### config.mk
export PLATFORM = sky130hd
export DESIGN_NAME = id_regfile_flat
export DESIGN_NICKNAME = d
export VERILOG_FILES = /design/src/rtl/id_regfile_if.sv /design/src/rtl/id_regfile.sv /design/src/flat_wrapper.sv
export SDC_FILE = /design/constraint.sdc
export NUM_CORES = 2
export LEC_CHECK = 0
export BUFFER_PORTS_ARGS = -buffer_cell sky130_fd_sc_hd__buf_2
export CORE_MARGIN = 4
export CORE_UTILIZATION = 61
export DETAILED_ROUTE_END_ITERATION = 12
export PLACE_DENSITY = 0.79
export SETUP_SLACK_MARGIN = 0.02
export SYNTH_ARGS = -nofsm -noshare
export SYNTH_HDL_FRONTEND = slang
export SYNTH_SLANG_ARGS = --single-unit
### constraint.sdc
create_clock -name clk -period 38.9 [get_ports clk]
set_input_delay 3.89 -clock clk [delete_from_list [all_inputs] [get_ports clk]]
set_output_delay 3.89 -clock clk [all_outputs]
set_load 0.02 [all_outputs]
### src/rtl/id_regfile_if.sv
// id_regfile_if: bundle between the decode-stage register file and the
// surrounding pipeline. It carries the WB write-back bus, the EX and MEM
// forwarding/status buses, the two ID read ports and the stall output.
// The master side is the pipeline (WB/EX/MEM/ID), and the slave side is
// the register file.

interface id_regfile_if #(
    parameter int RF_AW = 5,
    parameter int RF_DW = 32
);
    // {rf_we, dest, wdata}
    logic                         ws_valid;
    logic [RF_DW+RF_AW:0]         ws_to_rf_bus;
    // {es_valid, es_rf_we, es_is_load, es_dest, es_result}
    logic [RF_DW+RF_AW+2:0]       es_to_ds_bus;
    // {ms_valid, ms_rf_we, ms_res_ok, ms_dest, ms_result}
    logic [RF_DW+RF_AW+2:0]       ms_to_ds_bus;

    logic                         ds_valid;
    logic [RF_AW-1:0]             raddr1;
    logic [RF_AW-1:0]             raddr2;
    logic                         use1;
    logic                         use2;
    logic [RF_DW-1:0]             rdata1;
    logic [RF_DW-1:0]             rdata2;
    logic                         ds_stall;

    modport master (
        output ws_valid, ws_to_rf_bus, es_to_ds_bus, ms_to_ds_bus,
        output ds_valid, raddr1, raddr2, use1, use2,
        input  rdata1, rdata2, ds_stall
    );

    modport slave (
        input  ws_valid, ws_to_rf_bus, es_to_ds_bus, ms_to_ds_bus,
        input  ds_valid, raddr1, raddr2, use1, use2,
        output rdata1, rdata2, ds_stall
    );
endinterface

### src/rtl/id_regfile.sv
// id_regfile: decode-stage register file for the LoongArch pipeline.
// This block holds 32 GPRs, and r0 always reads as zero. It has one write
// port fed by WB and two combinational read ports. Each read port resolves
// its value from the youngest producer first: EX, then MEM, then WB
// write-through, then the array.
// Optional feature macro: RF_BYPASS_EN. When this macro is defined, EX and
// MEM results are forwarded to the read ports, and ID stalls only on a
// load-use case. When the macro is not defined, ID stalls on any EX or MEM
// producer of a source it uses, until that value reaches WB.

module id_regfile #(
    parameter int RF_AW = 5,
    parameter int RF_DW = 32
) (
    input  logic clk,
    input  logic rst,
    id_regfile_if.slave rf
);

    localparam int NREG = 2 ** RF_AW;

    logic [RF_DW-1:0] rf_q [NREG];

    logic             wbWe;
    logic [RF_AW-1:0] wbDest;
    logic [RF_DW-1:0] wbData;
    logic             esValid;
    logic             esWe;
    logic             esIsLoad;
    logic [RF_AW-1:0] esDest;
    logic [RF_DW-1:0] esResult;
    logic             msValid;
    logic             msWe;
    logic             msResOk;
    logic [RF_AW-1:0] msDest;
    logic [RF_DW-1:0] msResult;
    logic             wrEn;
    logic             hazard1;
    logic             hazard2;

    assign {wbWe, wbDest, wbData} = rf.ws_to_rf_bus;
    assign {esValid, esWe, esIsLoad, esDest, esResult} = rf.es_to_ds_bus;
    assign {msValid, msWe, msResOk, msDest, msResult} = rf.ms_to_ds_bus;

    assign wrEn = rf.ws_valid & wbWe & (wbDest != '0);

`ifndef RF_BYPASS_EN
    // The forwarded values and the load status are only consumed by the
    // bypass network. They are collected here so that they have a reader
    // in the stall-only build.
    logic unused_ok;
    assign unused_ok = ^{esIsLoad, esResult, msResOk, msResult};
`endif

    function automatic logic esHit(input logic [RF_AW-1:0] a);
        return esValid & esWe & (esDest == a);
    endfunction

    function automatic logic msHit(input logic [RF_AW-1:0] a);
        return msValid & msWe & (msDest == a);
    endfunction

    function automatic logic wbHit(input logic [RF_AW-1:0] a);
        return rf.ws_valid & wbWe & (wbDest == a);
    endfunction

    // Operand resolution: the first matching source wins, from the youngest
    // producer down to the architectural array.
    function automatic logic [RF_DW-1:0] resolveRead(input logic [RF_AW-1:0] a);
        logic [RF_DW-1:0] v;
        if (a == '0)
            v = '0;
`ifdef RF_BYPASS_EN
        else if (esHit(a))
            v = esResult;
        else if (msHit(a))
            v = msResult;
`endif
        else if (wbHit(a))
            v = wbData;
        else
            v = rf_q[a];
        return v;
    endfunction

    // Operand availability check. r0 and unused sources never wait. With
    // bypassing, only a load still in EX, or a MEM load whose data has not
    // returned, holds ID. If an EX producer exists, it shadows MEM.
    function automatic logic hazard(input logic [RF_AW-1:0] a, input logic u);
        logic h;
        h = 1'b0;
        if (u && (a != '0)) begin
`ifdef RF_BYPASS_EN
            if (esHit(a))
                h = esIsLoad;
            else if (msHit(a))
                h = ~msResOk;
`else
            h = esHit(a) | msHit(a);
`endif
        end
        return h;
    endfunction

    // Register array. Reset clears every entry immediately. r0 is never
    // written, so it stays at zero.
    always_ff @(posedge clk or posedge rst) begin
        if (rst) begin
            for (int i = 0; i < NREG; i++)
                rf_q[i] <= '0;
        end else if (wrEn) begin
            rf_q[wbDest] <= wbData;
        end
    end

    // Zero-latency read ports and stall generation for the ID stage.
    always_comb begin
        rf.rdata1   = resolveRead(rf.raddr1);
        rf.rdata2   = resolveRead(rf.raddr2);
        hazard1     = hazard(rf.raddr1, rf.use1);
        hazard2     = hazard(rf.raddr2, rf.use2);
        rf.ds_stall = rf.ds_valid & (hazard1 | hazard2);
    end

endmodule

### src/flat_wrapper.sv
// flat-port wrapper written by rule: the top's interface ports become plain ports
module id_regfile_flat 
#(
    parameter int RF_AW = 5,
    parameter int RF_DW = 32
)
  (clk, rst, rf_ws_valid, rf_ws_to_rf_bus, rf_es_to_ds_bus, rf_ms_to_ds_bus, rf_ds_valid, rf_raddr1, rf_raddr2, rf_use1, rf_use2, rf_rdata1, rf_rdata2, rf_ds_stall);
  id_regfile_if #(.RF_AW(RF_AW), .RF_DW(RF_DW)) rf_i ();
  input  logic clk;
  input  logic rst;
  input wire logic [$bits(rf_i.ws_valid)-1:0] rf_ws_valid;
  input wire logic [$bits(rf_i.ws_to_rf_bus)-1:0] rf_ws_to_rf_bus;
  input wire logic [$bits(rf_i.es_to_ds_bus)-1:0] rf_es_to_ds_bus;
  input wire logic [$bits(rf_i.ms_to_ds_bus)-1:0] rf_ms_to_ds_bus;
  input wire logic [$bits(rf_i.ds_valid)-1:0] rf_ds_valid;
  input wire logic [$bits(rf_i.raddr1)-1:0] rf_raddr1;
  input wire logic [$bits(rf_i.raddr2)-1:0] rf_raddr2;
  input wire logic [$bits(rf_i.use1)-1:0] rf_use1;
  input wire logic [$bits(rf_i.use2)-1:0] rf_use2;
  output wire logic [$bits(rf_i.rdata1)-1:0] rf_rdata1;
  output wire logic [$bits(rf_i.rdata2)-1:0] rf_rdata2;
  output wire logic [$bits(rf_i.ds_stall)-1:0] rf_ds_stall;
  assign rf_i.ws_valid = rf_ws_valid;
  assign rf_i.ws_to_rf_bus = rf_ws_to_rf_bus;
  assign rf_i.es_to_ds_bus = rf_es_to_ds_bus;
  assign rf_i.ms_to_ds_bus = rf_ms_to_ds_bus;
  assign rf_i.ds_valid = rf_ds_valid;
  assign rf_i.raddr1 = rf_raddr1;
  assign rf_i.raddr2 = rf_raddr2;
  assign rf_i.use1 = rf_use1;
  assign rf_i.use2 = rf_use2;
  assign rf_rdata1 = rf_i.rdata1;
  assign rf_rdata2 = rf_i.rdata2;
  assign rf_ds_stall = rf_i.ds_stall;
  id_regfile #(.RF_AW(RF_AW), .RF_DW(RF_DW)) u_core (.clk(clk), .rst(rst), .rf(rf_i));
endmodule
==> flow_summary.yaml <==
grt:
  grt_max_degree: 181
  grt_use_total: 0.373
  antenna_found_initial: 18
  first_global_vias: 38527
  overflow: 0
  grt_pass1_wl_um: 260000
sta:
  period_needed_ps: 11880
  rsz0062_at_grt: "no"
  hold_violations: 0
  setup_violations: 0
  drv_slew: 0
  fin_worst_skew_ps: 0
  post-route-period-util: 0.305
  max_freq_mhz: 84.1
  worst_pin_slew_ps: 1260
  relSlewSlack: 0.158
  finalSetupTns_ps: 0
drt:
  drtPass1Iterations: 6
  finalWirelength_um: 178000
  avgViaCountPerCell: 7.58
  vias: 38089
  routed-wl-met3_um: 22100
  ant_nets: 0
  avgRoutedWirePerCell_um: 35.3
  drc_errors: 0
  wl_met2_um: 79000
  top_layer: "met5"
  dr.first_iter.drc_count: 5083
  wl_met1_um: 65100
cts:
  root_buffer: "clkbuf_16"
  clk_latency_ps: 680
  cts_buffers: 108
  cts.sinks: 1024
  cts_hold_buf: 0
  cts_max_level: 3
  post_cts_buffers: 0
  clockBufferDepth: 3
  cts_tree: "built"
  ctsResizeCount: 0
  path_clk_slew_ps: 60
final_layout:
  drive_gt1_frac: 0.498
  top_register: "u_core.rf_q"
  utilization: 0.669
  layout.cells.non_filler: 5022
  final_nets: 3877
  area_growth_pct: 8.73
  largest_reg_flops: 1024
  reg_top3: "u_core.rf_q: 1024 flops"
critical_path:
  critical_path_class: "in -> out"
  slowest_stage: "or4_2"
  cpMostUsedCell: "buf_4"
  cp-end-kind: "primary output"
  critPathMaxFanout: 34
  cpPeakStageDelay_ps: 1180
  worst_setup_path_start_kind: "input port"
  crit_arrival_ps: 7990
  cp.required_ps: 35010
  worstPathCellList: "buf_4 -> buf_4 -> xnor2_1 -> nand3_1 -> or4_2 -> nor2_8 -> a221o_1 -> buf_2"
hold_path:
  hp-class: "reg -> reg"
place:
  dpl.cell_count: 4809
  port_buffers: 132
  gp_congestion: 0.863
  dp_hpwl_um: 99800
synth:
  synth-async-reset-ratio: 1.00
  synth_common_cells: "mux2_2, dfrtp_1, mux4_2"
  avgSynthCellArea_um2: 14.4
  synth_cell_type_count: 61
  synth_cells: 3841
  synth_edf_count: 0
  synth_nets: 3975
  synth.top_cell.area_share: 0.462
  seq_area_frac_synth: 0.462
  synth_top_area_cell: "dfrtp_1"
  synthTopCellsByArea: "dfrtp_1, mux2_2, mux4_2"
  yosysMostFrequentCell: "mux2_2"
  synth-seq-cells: 1024
  syn_area_um2: 55500
  ys_warn_count: 0
  synthFlopType: "dfrtp_1"
power:
  peakVddDrop_uv: 45.5
  p_per_area_nw_per_um2: 47.7
  power_leakage_nw: 27.0
  finalPower_w: 0.00288
job:
  drv_cap: 0
floorplan:
  dieArea_um2: 95800
  initial_core_util: 0.615
  rows: 110
  io-pin-count: 199
  fp.dieH_um: 310
  core_area_um2: 90100
  die_x_um: 310
outcome:
  status: "finished clean"
==> cells in the final DEF (no fill, tap or decap), types with 10 or more instances in the layout <==
master     count
a211oi_1      22
a21oi_1       50
a221o_1       33
a221oi_1      46
a22oi_1       88
buf_2        125
buf_4         89
bufinv_16     10
clkbuf_1      25
clkbuf_16    110
clkbuf_8      28
clkinv_2      18
dfrtp_1     1024
diode_2       15
mux2_1        14
mux2_2      1039
mux2i_1      201
mux4_2       406
nand2_1       35
nand2b_1      11
nand4_1       14
nor2_1        54
nor2_4        23
nor2b_1       20
nor3_1        38
nor3b_1       12
nor4_1        16
o2111ai_1     11
o21ai_0       59
o22ai_1       55
xnor2_1       12
xor2_1        18
==> worst max-delay path: cells and delay by family <==
| family | cells | cell delay [ps] |
|---|---|---|
| simple gates | 3 | 2150 |
| compound gates | 1 | 450 |
| buf+inv | 3 | 1270 |
| xor+xnor | 1 | 220 |
==> metrics by stage <==
| step | worst slack, ps | instance area, um^2 | hold WS [ps] |
|---|---|---|---|
| finish | 27020 | 60300 | 394 |
| global route | 27040 | 60300 | 404 |
| CTS | 27240 | 60300 | 398 |
| detailed placement | 27250 | 56600 | 384 |
| global placement | 27240 | 56600 | 376 |
| floorplan | 6190 | 55500 | 441 |
==> cells by family (layout without fill, tap and decap cells) <==
kind of cell              after synthesis  count (layout)  share of synthesized area
AOI/OAI and AO/OA                     414             414                     0.0537
xor gates and xnor gates               30              30                    0.00474
buffers and inverters                 436             426                     0.0387
DFF                                  1024            1024                      0.462
muxes                                1660            1660                      0.415
other                                   0              15                          0
and+or+nand+nor                       277             277                     0.0260
==> layer usage <==
| metal | vias up | track usage |
|---|---|---|
| met4 | 14 | 0.199 |
| li1 | 14695 | - |
| met1 | 19973 | 0.503 |
| met2 | 2711 | 0.550 |
| met5 | - | 0 |
| met3 | 696 | 0.114 |
==> layout make-up <==
class / count / area, um^2
multi-input cells: 2381 / 28000
flip-flops and latches: 1024 / 25600
fillers: 6165 / 29800
well taps: 1176 / 1470
diodes: 15 / 37.5
clock inverters: 36 / 475
clock buffers: 162 / 3220
inverters: 5 / 26.3
repair buffers: 223 / 1440
==> path summary, 6_finish.rpt <==
check                                       start           endpoint  slack (ps)  cells past startpoint
worst max-delay path                 rf_raddr1[4]      rf_rdata1[10]       27020                      8
worst max register to register   u_core.rf_q[906]   u_core.rf_q[906]       38080                      1
worst min-delay path            u_core.rf_q[1015]  u_core.rf_q[1015]         390                      0
min in group asynchronous                     rst   u_core.rf_q[424]        3400                      2
max in group asynchronous                     rst   u_core.rf_q[116]       32260                      5
worst min register to register  u_core.rf_q[1015]  u_core.rf_q[1015]         390                      0
==> power breakdown <==
part | leakage (nW) | total (W) | switching [W] | internal [W]
registers | 13.6 | 0.00131 | 0.000103 | 0.00120
clock network | 1.82 | 0.00108 | 0.000443 | 0.000636
logic | 11.5 | 0.000494 | 0.000229 | 0.000266
(Power assumes the default switching activity.)
